File: config.mk
export PLATFORM = sky130hd
export DESIGN_NAME = traffic_ctrl_n
export DESIGN_NICKNAME = d
export VERILOG_FILES = /design/src/rtl/traffic_pkg.sv /design/src/rtl/traffic_sel.sv /design/src/rtl/traffic_ctrl_n.sv
export SDC_FILE = /design/constraint.sdc
export NUM_CORES = 1
export LEC_CHECK = 0
export ABC_CLOCK_PERIOD_IN_PS = 6060
export CAP_MARGIN = 15
export CORE_UTILIZATION = 27
export DETAILED_ROUTE_END_ITERATION = 10
export SLEW_MARGIN = 20
export SYNTH_ARGS = -nofsm -noshare
export SYNTH_HDL_FRONTEND = slang
export SYNTH_SLANG_ARGS = --single-unit
File: constraint.sdc
create_clock -name clock -period 6.06 [get_ports clock]
set_clock_uncertainty 0.05 [all_clocks]
set_input_delay 1.818 -clock clock [delete_from_list [all_inputs] [get_ports clock]]
set_output_delay 1.818 -clock clock [all_outputs]
set_load 0.05 [all_outputs]
File: src/rtl/traffic_pkg.sv
// ============================================================================
//  Module   : traffic_pkg
//  Brief    : Shared light codes, phase codes and sensor-full helper for the
//             traffic_ctrl_n controller and its selection sub-module.
//  Revision : 1.0 - initial release
// ============================================================================
`default_nettype none

package traffic_pkg;

    typedef enum logic [1:0] {
        LT_RED    = 2'd0,
        LT_YELLOW = 2'd1,
        LT_GREEN  = 2'd2
    } light_e;

    typedef enum logic [1:0] {
        PH_GREEN  = 2'd0,
        PH_YELLOW = 2'd1,
        PH_ALLRED = 2'd2
    } phase_e;

    // Saturated crowding level for a sensor of the given width.
    function automatic int unsigned sens_full(input int unsigned w);
        return (32'd1 << w) - 32'd1;
    endfunction

endpackage

`default_nettype wire

File: src/rtl/traffic_sel.sv
// ============================================================================
//  Module   : traffic_sel
//  Brief    : Picks the unmasked road with the highest sensor value; ties go
//             to the lowest index. Purely combinational.
//  Revision : 1.0 - initial release
// ============================================================================
`default_nettype none

module traffic_sel #(
    parameter int NUM_ROADS = 4,
    parameter int SENS_W    = 3
) (
    input  logic [NUM_ROADS*SENS_W-1:0]  sensor_i,
    input  logic [NUM_ROADS-1:0]         mask_i,
    output logic [$clog2(NUM_ROADS)-1:0] sel_o
);

    localparam int c_idx_w = $clog2(NUM_ROADS);

    logic              w_found;
    logic [SENS_W-1:0] w_best;

    // Strict greater-than keeps the earliest (lowest-index) road on ties.
    always_comb begin
        w_found = 1'b0;
        w_best  = '0;
        sel_o   = '0;
        for (int r = 0; r < NUM_ROADS; r++) begin
            if (!mask_i[r] && (!w_found || (sensor_i[r*SENS_W +: SENS_W] > w_best))) begin
                w_found = 1'b1;
                w_best  = sensor_i[r*SENS_W +: SENS_W];
                sel_o   = c_idx_w'(r);
            end
        end
    end

endmodule

`default_nettype wire

File: src/rtl/traffic_ctrl_n.sv
// ============================================================================
//  Module   : traffic_ctrl_n
//  Brief    : N-road traffic light controller with round-based fair service,
//             sensor-driven selection and one-shot green extension.
//             Optional emergency pre-emption: TRAFFIC_EMERG_PREEMPT_EN.
//  Revision : 1.0 - initial release
// ============================================================================
`default_nettype none

module traffic_ctrl_n
    import traffic_pkg::*;
#(
    parameter int NUM_ROADS = 4,
    parameter int SENS_W    = 3,
    parameter int G_TIME    = 2,
    parameter int Y_TIME    = 3,
    parameter int AR_TIME   = 1
) (
    input  logic                         clock,
    input  logic                         clear,
    input  logic [NUM_ROADS*SENS_W-1:0]  sensor,
`ifdef TRAFFIC_EMERG_PREEMPT_EN
    input  logic                         emerg_req,
    input  logic [$clog2(NUM_ROADS)-1:0] emerg_road,
`endif
    output logic [2*NUM_ROADS-1:0]       lights,
    output logic [NUM_ROADS-1:0]         served,
    output logic [$clog2(NUM_ROADS)-1:0] active,
    output logic [1:0]                   phase
);

    localparam int c_idx_w = $clog2(NUM_ROADS);
    localparam int c_max_t = (G_TIME > Y_TIME) ? ((G_TIME > AR_TIME) ? G_TIME : AR_TIME)
                                               : ((Y_TIME > AR_TIME) ? Y_TIME : AR_TIME);
    localparam int c_cnt_w = (c_max_t > 1) ? $clog2(c_max_t) : 1;

    localparam logic [c_cnt_w-1:0]     c_g_load     = c_cnt_w'(G_TIME - 1);
    localparam logic [c_cnt_w-1:0]     c_y_load     = c_cnt_w'(Y_TIME - 1);
    localparam logic [c_cnt_w-1:0]     c_ar_load    = c_cnt_w'((AR_TIME > 0) ? AR_TIME - 1 : 0);
    localparam logic [SENS_W-1:0]      c_sens_full  = SENS_W'(sens_full(SENS_W));
    localparam logic [NUM_ROADS-1:0]   c_served_rst = NUM_ROADS'(1);
    localparam logic [2*NUM_ROADS-1:0] c_lights_rst = {{(2*NUM_ROADS-2){1'b0}}, LT_GREEN};

    phase_e                 phase_q,  phase_d;
    logic [c_idx_w-1:0]     active_q, active_d;
    logic [NUM_ROADS-1:0]   served_q, served_d;
    logic [c_cnt_w-1:0]     cnt_q,    cnt_d;
    logic                   ext_q,    ext_d;
    logic [2*NUM_ROADS-1:0] lights_q, lights_d;
`ifdef TRAFFIC_EMERG_PREEMPT_EN
    logic                   emg_pend_q, emg_pend_d;
    logic [c_idx_w-1:0]     emg_road_q, emg_road_d;
`endif

    logic [c_idx_w-1:0]     w_sel;
    logic [SENS_W-1:0]      w_sens_act;
    logic                   w_select;

    traffic_sel #(
        .NUM_ROADS (NUM_ROADS),
        .SENS_W    (SENS_W)
    ) u_sel (
        .sensor_i (sensor),
        .mask_i   (served_q),
        .sel_o    (w_sel)
    );

    assign w_sens_act = sensor[int'(active_q)*SENS_W +: SENS_W];

    always_comb begin
        phase_d  = phase_q;
        active_d = active_q;
        served_d = served_q;
        cnt_d    = cnt_q;
        ext_d    = ext_q;
        w_select = 1'b0;
`ifdef TRAFFIC_EMERG_PREEMPT_EN
        emg_pend_d = emg_pend_q;
        emg_road_d = emg_road_q;
`endif
        case (phase_q)
            PH_GREEN: begin
`ifdef TRAFFIC_EMERG_PREEMPT_EN
                if (emerg_req && (emerg_road != active_q)) begin
                    phase_d    = PH_YELLOW;
                    cnt_d      = c_y_load;
                    emg_pend_d = 1'b1;
                    emg_road_d = emerg_road;
                end else if (emerg_req) begin
                    cnt_d = cnt_q;  // emergency road holds green, timer frozen
                end else
`endif
                if (cnt_q != '0) begin
                    cnt_d = cnt_q - 1'b1;
                end else if (!ext_q && (w_sens_act == c_sens_full)) begin
                    cnt_d = c_g_load;
                    ext_d = 1'b1;
                end else begin
                    phase_d = PH_YELLOW;
                    cnt_d   = c_y_load;
                end
            end
            PH_YELLOW: begin
                if (cnt_q != '0) begin
                    cnt_d = cnt_q - 1'b1;
                end else if (AR_TIME > 0) begin
                    phase_d = PH_ALLRED;
                    cnt_d   = c_ar_load;
                end else begin
                    w_select = 1'b1;
                end
            end
            PH_ALLRED: begin
                if (cnt_q != '0) begin
                    cnt_d = cnt_q - 1'b1;
                end else begin
                    w_select = 1'b1;
                end
            end
            default: begin
                phase_d = PH_GREEN;
                cnt_d   = c_g_load;
            end
        endcase

        if (w_select) begin
            phase_d = PH_GREEN;
            cnt_d   = c_g_load;
            ext_d   = 1'b0;
`ifdef TRAFFIC_EMERG_PREEMPT_EN
            if (emg_pend_q) begin
                active_d   = emg_road_q;
                emg_pend_d = 1'b0;
            end else
`endif
            if (&served_q) begin
                active_d = '0;
                served_d = c_served_rst;
            end else begin
                active_d = w_sel;
                served_d = served_q | (NUM_ROADS'(1) << w_sel);
            end
        end

        lights_d = '0;
        if (phase_d == PH_GREEN) begin
            lights_d[2*int'(active_d) +: 2] = LT_GREEN;
        end else if (phase_d == PH_YELLOW) begin
            lights_d[2*int'(active_d) +: 2] = LT_YELLOW;
        end
    end

    always_ff @(posedge clock) begin
        if (clear) begin
            phase_q  <= PH_GREEN;
            active_q <= '0;
            served_q <= c_served_rst;
            cnt_q    <= c_g_load;
            ext_q    <= 1'b0;
            lights_q <= c_lights_rst;
`ifdef TRAFFIC_EMERG_PREEMPT_EN
            emg_pend_q <= 1'b0;
            emg_road_q <= '0;
`endif
        end else begin
            phase_q  <= phase_d;
            active_q <= active_d;
            served_q <= served_d;
            cnt_q    <= cnt_d;
            ext_q    <= ext_d;
            lights_q <= lights_d;
`ifdef TRAFFIC_EMERG_PREEMPT_EN
            emg_pend_q <= emg_pend_d;
            emg_road_q <= emg_road_d;
`endif
        end
    end

    assign lights = lights_q;
    assign served = served_q;
    assign active = active_q;
    assign phase  = phase_q;

endmodule

`default_nettype wire

* Yosys cells after proc, flatten, opt, wreduce, memory -nomap -nowiden
Cells that the tools add are included.
** Word-level totals
- Memory bits (writable) :: 0
- Memory bits (read-only) :: 0
- Flip-flop bits (word level) :: 19
- Word-level logic and storage cells :: 71
- Bits in latches :: 0
- Memories kept :: 0
- Input bits :: 14
** Operators by class
- Muxes and demuxes :: 26
- Add/subtract/negate cells :: 2
- Bitwise logic cells :: 4
- Div/mod/pow operators :: 0
- Reductions and logical operators :: 19
- Shift-type cells :: 5
- Order comparisons :: 3
- Eq/ne operators :: 5
- Multiply operators :: 1
** Operators by type and width (number)
- $shiftx 2x33->8 const A :: 2
- $neg 3->33 :: 1
- $shift 2x33->8 const A :: 1
- $mux 2 :: 12
- $and 8x8->8 :: 2
- $mux 8 :: 2
- $pmux 2 s3 :: 2
- $shiftx 12x5->3 :: 1
- $gt 3x3->1 :: 3
- $mux 3 :: 3
- $logic_not 1->1 :: 6
- $mux 1 :: 6
- $eq 2x1->1 const B :: 2
- $logic_and 1x1->1 :: 4
- $logic_not 2->1 :: 2
- $mul 2x2->4 const B :: 1
- $mux 4 :: 1
- $or 4x4->4 :: 1
- $reduce_and 4->1 :: 1
- $shl 1x2->4 const A :: 1
- $eq 3x3->1 const B :: 1
- $logic_or 1x1->1 :: 3
- $reduce_and 3->1 :: 1
- $eq 2x2->1 const B :: 1
- 5 further kinds :: 5

* Depth between registers and ports, before layout
Gate-level depths: netlist of run 1.
- Depth in word-level cells :: 20
- Depth in mapped cells :: 18
- Mapped depth without buffers :: 18

* Cells and area by module
From an unflattened synthesis of run 1, not the netlist that was laid out.
** Second synthesis, totals
- Cells, all modules :: 147
- Area total of the unflattened synthesis :: 1280.0 um^2
** Modules (own cells, without submodules)
- traffic_ctrl_n :: times used 1, cells an instance 102, area each 939.7 um^2, seq. area each 380.4 um^2
- traffic_sel :: times used 1, cells an instance 45, area each 340.3 um^2, seq. area each 0.0 um^2

* Least setup slack after synthesis of run 1
OpenSTA, ideal clock, no wires.
- Path type :: in2reg
- Start point :: input port sensor[1]
- End point :: register lights_q[2] (netlist: lights[2])
- Arrival time :: 5637 ps
- Buffers on the path :: 0
- Stages :: 17
- Path slack :: 300 ps
- Cell sequence :: nand2_1 > ha_1 > nor2b_1 > o311ai_4 > a21oi_2 > mux2_2 > ha_1 > nor2b_1 > o311ai_1 > a21o_1 > mux2_2 > ha_1 > a21oi_1 > o21ai_0 > a21o_4 > o221ai_4 > nor3b_2
** Between the ends
- Cells in the longest elaborated chain, start to end :: 20
** RTL lines
- start: declaration :: RTL line traffic_ctrl_n.sv:21 : input logic [NUM_ROADS*SENS_W-1:0] sensor,
- $mux 3 :: RTL line traffic_sel.sv:29 : if (!mask_i[r] && (!w_found || (sensor_i[r*SENS_W +: SENS_W] > w_best))) begin
- $gt 3x3->1 :: RTL line traffic_sel.sv:29
- $logic_or 1x1->1 :: RTL line traffic_sel.sv:29
- $logic_and 1x1->1 :: RTL line traffic_sel.sv:29
- $mux 3 or $mux 1 (tied branches) :: RTL line traffic_sel.sv:29
- $gt 3x3->1 or $logic_not 1->1 (tied branches) :: RTL line traffic_sel.sv:29
- $logic_or 1x1->1 :: RTL line traffic_sel.sv:29
- $logic_and 1x1->1 :: RTL line traffic_sel.sv:29
- [4 not listed]
- $mux 2 :: RTL line traffic_sel.sv:29
- $mux 2 :: RTL line traffic_ctrl_n.sv:136 : if (&served_q) begin
- $mux 2 :: RTL line traffic_ctrl_n.sv:126 : if (w_select) begin
- $neg 3->33 :: RTL line traffic_ctrl_n.sv:147, traffic_ctrl_n.sv:149
- $shiftx 2x33->8 or $shift 2x33->8 (tied branches) :: RTL line traffic_ctrl_n.sv:149, traffic_ctrl_n.sv:147
- $and 8x8->8 (no line)
- $mux 8 :: RTL line traffic_ctrl_n.sv:148 : end else if (phase_d == PH_YELLOW) begin
- $mux 8 (*) :: RTL line traffic_ctrl_n.sv:146 : if (phase_d == PH_GREEN) begin
- end signal: assignment :: RTL line traffic_ctrl_n.sv:160 : lights_q <= c_lights_rst;
- end signal: assignment :: RTL line traffic_ctrl_n.sv:171 : lights_q <= lights_d;
- end: declaration :: RTL line traffic_ctrl_n.sv:49 : logic [2*NUM_ROADS-1:0] lights_q, lights_d;
Mark *: on every way between the ends. The rest lies on a longest branch, timed or not.
A chain may end at the register's enable or synchronous reset.

* Final worst setup path of run 1
- Start point :: input port sensor[1]
- End point :: register lights_q[1] (netlist: lights[1])
The elaborated chain is that of the path after synthesis.

==> flow_metrics.tcl, run 1 <==
set metrics [dict create \
    syn_nets 162 \
    syn_to_final_growth_pct 50.8 \
    fin_crit_ns 5.90 \
    core_sq_um 4410 \
    place_congestion 0.796 \
    fillers 407 \
    dr.first_iter.drc_count 53 \
    slew_viol_final 0 \
    min_period_over_period_pct 97.3 \
    io_pins 30 \
    maxSlewHeadroom_pct 66.5 \
    clk_pin_slew_ns 0.07 \
    drcViolationCount 0 \
    hpwl_mm 2.14 \
    die-area_sq_um 4920 \
    finish.utilization_pct 42.8 \
    final_cell_mix "clkdlybuf4s50_1, dfxtp_1, inv_1, buf_4" \
    drv_cap 0 \
    hold_depth 2 \
    synth_flop_cell "dfxtp_1" \
    critPathMaxFanout 5 \
    num_vias 1154 \
    switching_share_pct 38.3 \
    grt_pass1_wl_mm 4.86 \
    syn-instance-count 136 \
    total_leakage_power_nw 0.731 \
    syn_area_sq_um 1250 \
    clockBufferDepth 2 \
    synth_edf_count 0 \
    clock_power_share_pct 18.7 \
    cp-start-kind "primary input" \
    p_per_area_nw_per_um2 250 \
    cts_tree "built" \
    die_h_um 70.1 \
    avgSynthCellArea_sq_um 9.22 \
    grt_pass1_vias 1098 \
    numCtsBuffers 3 \
    overflow 0 \
    row_count 24 \
    clkLatencyLatePin_ns 0.26 \
    numPortBuffers 29 \
    synth_top_area_cell "dfxtp_1" \
    holdWs_ns 0.474 \
    p_comb_share_pct 47.9 \
    antenna_found_initial 0 \
    crit_type "in -> reg" \
    diodes 0 \
    worstSetupEndpointType "register" \
    irDropWorstVdd_mv 0.194 \
    finalHoldViolations 0 \
    p_sw_mw 0.181 \
    grt.total_usage_pct 12.0 \
    required_ns 6.16 \
    tightest_slew_ns 0.501 \
    async_reset_ff_share_pct 0 \
    vias_per_cell 4.91 \
    synth.distinct_cells 37 \
    drive_gt1_share_pct 29.5 \
    wl_per_cell_um 12.7 \
    r2r_cells 18 \
    synth.area.top_cells "dfxtp_1, ha_1, mux2_2" \
    htree_levels 1 \
    dr.pass1.iters 4 \
    seqPwrFrac_pct 33.3 \
    hold_path_class "reg -> reg" \
    p_int_mw 0.291 \
    cts_root_buf "clkbuf_8" \
    ys_ff_latch 19 \
    start_util_pct 28.4 \
    grt_max_degree 14 \
    routed_wirelength_mm 2.99 \
    cts.sinks 19 \
    outcome "completed" \
    arrival_ns 6.00 \
    die_w_um 70.1 \
    final_nets 210 \
    yosys_warnings 0 \
    setup_viol 0 \
    seq_area_frac_synth_pct 30.3 \
    netlist.area_leader.share_pct 30.3 \
    layout_commonest_cell "clkdlybuf4s50_1" \
    fmax_mhz 170 \
    drtAntennaViolNets 0 \
]
power groups by stage:
stage                     clock [mW]  combinational, mW  sequential (mW)
after floorplan                    0              0.106            0.195
after global placement             0              0.203            0.161
after detailed placement           0              0.203            0.160
after CTS                     0.0915              0.209            0.157
after global routing          0.0993              0.247            0.160
final                         0.0886              0.226            0.157
critical path, stage by stage:
cell and delay (ns):
clkdlybuf4s50_1 0.49, nand2_1 0.11, ha_4 0.30, nor2b_4 0.15
o311ai_4 0.11, a21oi_4 0.20, mux2_2 0.38, ha_1 0.29
nor2b_1 0.16, o311ai_2 0.26, a21o_1 0.27, buf_4 0.15
mux2_2 0.35, ha_4 0.23, a31oi_4 0.19, a21o_4 0.19
o221ai_4 0.12, a41o_1 0.24
routing by layer:
layer / GRT usage, % / share of wire, %
met1: 15.7 / 48
met3: 2.89 / 3.5
met4: 2.00 / 0
met5: 0 / 0
met2: 20.3 / 48
synth_stat cells, types with 2 or more instances:
cell type,n
nor2b_1,3
a21o_1,2
nand3b_1,2
o21ai_0,4
nand3_1,9
ha_1,12
nor3b_2,4
inv_1,13
o221ai_4,2
nor2_1,10
dfxtp_1,19
or2_2,3
nor3_1,6
nand2_1,10
a31oi_1,2
a21oi_1,9
mux2_2,6
cell type report:
class	count	area, sq um	share of cell area (%)
Clock inverter	1	7.51	0.397
Tap cell	52	65.1	3.44
Clock buffer	3	41.3	2.18
Timing Repair Buffer	42	388	20.5
Multi-Input combinational cell	105	960	50.8
Inverter	13	48.8	2.58
Sequential cell	19	380	20.1
sequential cells by signal, indices dropped and copies added, names as in the netlist:
signal / cells
cnt_q: 2
lights: 8
ext_q: 1
served: 4
phase: 2
active: 2
what timing repair did:
item	in CTS	in global routing
endpoints found under the setup margin	11	13
gates resized for setup	2	15
cloned	2	0
buffers inserted	0	1
endpoints found under the hold margin	0	0
hold buffers	0	0
pin swaps	2	4
worst paths after layout:
| kind | slack [ns] | end | startpoint |
|---|---|---|---|
| min reg2reg | 0.47 | ext_q | ext_q |
| min | 0.47 | ext_q | ext_q |
| max reg2reg | 1.58 | lights[1] | served[0] |
| max | 0.16 | lights[1] | sensor[1] |
per-stage QoR:
step / std cells / TNS, ns / setup slack, ns / cell area [sq um] / power [mW]
floorplan: 136 / 0 / 0.300 / 1250 / 0.302
global placement: 228 / -3.46 / -0.336 / 1700 / 0.364
detailed placement: 228 / -4.01 / -0.372 / 1700 / 0.363
CTS: 234 / 0 / 0.0297 / 1780 / 0.458
global route: 235 / -0.0280 / -0.0280 / 1890 / 0.507
finish: 235 / 0 / 0.164 / 1890 / 0.472
logic make-up (layout without fill, tap and decap cells):
| group | Yosys count | after routing | synth area share, % |
|---|---|---|---|
| AOI/OAI and AO/OA | 31 | 33 | 22.2 |
| adders and majority gates | 12 | 12 | 12.0 |
| buffers and inverters | 14 | 59 | 4.19 |
| DFF | 19 | 19 | 30.3 |
| muxes | 7 | 7 | 7.19 |
| and+or+nand+nor | 53 | 53 | 24.2 |
No activity file was read; power rests on OpenSTA's default activity.
==> run 2: changes to the inputs <==
--- a/config.mk
+++ b/config.mk
@@ -8,6 +8,7 @@
 export ABC_CLOCK_PERIOD_IN_PS = 6060
 export CAP_MARGIN = 15
 export CORE_UTILIZATION = 27
+export CTS_CLUSTER_SIZE = 30
 export DETAILED_ROUTE_END_ITERATION = 10
 export SLEW_MARGIN = 20
 export SYNTH_ARGS = -nofsm -noshare
==> results of run 2 <==
No change in the layout: final DEF, timing and power equal those of run 1.
==> run 3: changes to the inputs <==
--- a/config.mk
+++ b/config.mk
@@ -10,6 +10,7 @@
 export CORE_UTILIZATION = 27
 export CTS_CLUSTER_SIZE = 30
 export DETAILED_ROUTE_END_ITERATION = 10
+export RECOVER_POWER = 100
 export SLEW_MARGIN = 20
 export SYNTH_ARGS = -nofsm -noshare
 export SYNTH_HDL_FRONTEND = slang
==> run 3 against run 2 <==
Compared with the run above:
- register-to-register slack is essentially flat
- design area is the same
- global-route usage is the same
- worst hold slack lost 0.0029 ns
- sequential share of layout area is the same
- critical path depth is the same
- non-clock buffer count is the same
- die area is the same
- clock power is essentially flat
- via count grew 0.35%
- combinational power shrank 2%
- critical endpoint unchanged
- largest cell class unchanged
==> flow_metrics.tcl, run 3 (same netlist as run 1, synthesis figures left out) <==
set metrics [dict create \
    drcViolationCount 0 \
    slew_viol_final 0 \
    rrSetupSlack_ns 1.59 \
    total_leakage_power_nw 0.774 \
    fmax_mhz 170 \
    numPortBuffers 29 \
    drtAntennaViolNets 0 \
    drive_gt1_share_pct 29.5 \
    tightest_slew_ns 0.507 \
    num_vias 1158 \
    hold_path_class "reg -> reg" \
    drv_cap 0 \
    critPathBufInv 2 \
    syn_to_final_growth_pct 50.8 \
    finalHoldViolations 0 \
    antenna_found_initial 0 \
    seqCellArea_sq_um 380 \
    critPathMaxFanout 5 \
    wl_met1_mm 1.42 \
    layout_commonest_cell "dfxtp_1" \
    multi_input_area_sq_um 960 \
    route.met3.wl_um 105 \
    wl_per_cell_um 12.7 \
    finish.utilization_pct 42.8 \
    crit_slowest_cell "clkdlybuf4s50_1" \
    crit_family "compound AO/OA/AOI/OAI gates" \
    tns_ns 0 \
    worstHoldStart "ext_q" \
    dr.first_iter.drc_count 46 \
    fillers 407 \
    cp-start-kind "primary input" \
    min_period_over_period_pct 97.3 \
    grt.total_usage_pct 12.0 \
    die_w_um 70.1 \
    r2r_cells 18 \
    irDropWorstVdd_mv 0.189 \
    hold_depth 2 \
    reg2reg_to "lights[1]" \
    final_cell_mix "dfxtp_1, dlygate4sd3_1, inv_1" \
    met2_length_mm 1.46 \
    holdWs_ns 0.471 \
    largest_reg_flops 8 \
    max_stage_delay_ns 0.49 \
    row_count 24 \
    htree_levels 1 \
    cts_root_buf "clkbuf_8" \
    rr_startpoint "served[0]" \
    setup_viol 0 \
    dr.pass1.iters 4 \
    vias_per_cell 4.93 \
    cts_tree "built" \
    arrival_ns 6.00 \
    crit_chain "clkdlybuf4s50_1 -> nand2_1 -> ha_4 -> nor2b_4 -> o311ai_4 -> a21oi_4 -> mux2_2 -> ha_1 -> nor2b_1 -> o311ai_2 -> a21o_1 -> buf_4 -> mux2_2 -> ha_4 -> a31oi_4 -> a21o_4 -> o221ai_4 -> a41o_1" \
    worstSetupEndpointType "register" \
    hpwl_mm 2.14 \
    numCtsBuffers 3 \
    clockBufferDepth 2 \
    routed_wirelength_mm 2.99 \
    maxSlewHeadroom_pct 66.1 \
    final_nets 210 \
    crit_type "in -> reg" \
    finalPower_mw 0.468 \
    required_ns 6.16 \
    hold_end "ext_q" \
    overflow 0 \
    start_util_pct 28.4 \
    grt_pass1_vias 1098 \
    fin_crit_ns 5.89 \
    clkLatencyLatePin_ns 0.26 \
    grt_pass1_wl_mm 4.86 \
    core_sq_um 4410 \
    cts.sinks 19 \
    clk_pin_slew_ns 0.07 \
    p_per_area_nw_per_um2 247 \
    grt_max_degree 14 \
    io_pins 30 \
    die_h_um 70.1 \
    top_layer_used "met3" \
    diodes 0 \
    place_congestion 0.796 \
    crit_start "sensor[1]" \
    die-area_sq_um 4920 \
    outcome "completed" \
]
==> run 3: cell types whose count changed in the layout (fill, tap and decap cells not counted), sizes merged <==
| cell | delta |
|---|---|
| buf | -1 |
| clkbuf | +1 |
| clkdlybuf4s50 | -18 |
| dlygate4sd3 | +18 |
==> run 3: layout make-up <==
cell class	instances	area share, %
clock buffer	3	2.18
clock inverter	1	0.397
inverter	13	2.58
multi-input combinational	105	50.8
sequential	19	20.1
tap	52	3.44
timing repair buffer	42	20.5
==> run 3: metal layers <==
layer / GRT usage [%] / vias to the layer above
met5: 0 / -
met3: 2.89 / 0
met2: 20.3 / 20
met4: 2.00 / 0
li1: - / 595
met1: 15.7 / 543
==> run 3: worst max path at each step <==
stage	to	slack (ns)	cells past startpoint
floorplan	lights[2]	0.30	17
global placement	lights[5]	-0.34	18
detailed placement	lights[5]	-0.37	18
CTS	lights[1]	0.03	18
global route	served[3]	-0.02	19
finish	lights[1]	0.17	18
==> run 3: through the flow <==
| step | setup WS [ns] | std cells | area [sq um] |
|---|---|---|---|
| after floorplan | 0.300 | 136 | 1250 |
| after global routing | -0.0235 | 235 | 1890 |
| after CTS | 0.0297 | 234 | 1780 |
| final | 0.166 | 235 | 1890 |
| after detailed placement | -0.372 | 228 | 1700 |
| after global placement | -0.336 | 228 | 1700 |
==> run 3: worst register-to-register path, stage by stage, from the launching register on <==
cell and delay, ns:
dfxtp_1 0.38, inv_1 0.21, nand2_1 0.14, ha_4 0.30, nor2b_4 0.15, o311ai_4 0.11
a21oi_4 0.20, mux2_2 0.38, ha_1 0.29, nor2b_1 0.16, o311ai_2 0.26, a21o_1 0.27
buf_4 0.15, mux2_2 0.35, ha_4 0.23, a31oi_4 0.19, a21o_4 0.19, o221ai_4 0.12
a41o_1 0.24
==> run 3: power by group <==
part           internal [mW]  total (mW)  switching [mW]  leakage (nW)
clock network         0.0463      0.0887          0.0423        0.0217
logic                 0.0989       0.222           0.123         0.598
registers              0.142       0.157          0.0149         0.154
==> run 3: repair_timing <==
action / 4_1_cts / 5_1_grt
gates cloned: 2 / 0
gates resized for setup: 2 / 15
setup buffers: 0 / 1
hold buffers: 0 / 0
pin swaps: 2 / 4
endpoints found under the setup margin: 11 / 13
hold endpoints to repair: 0 / 0
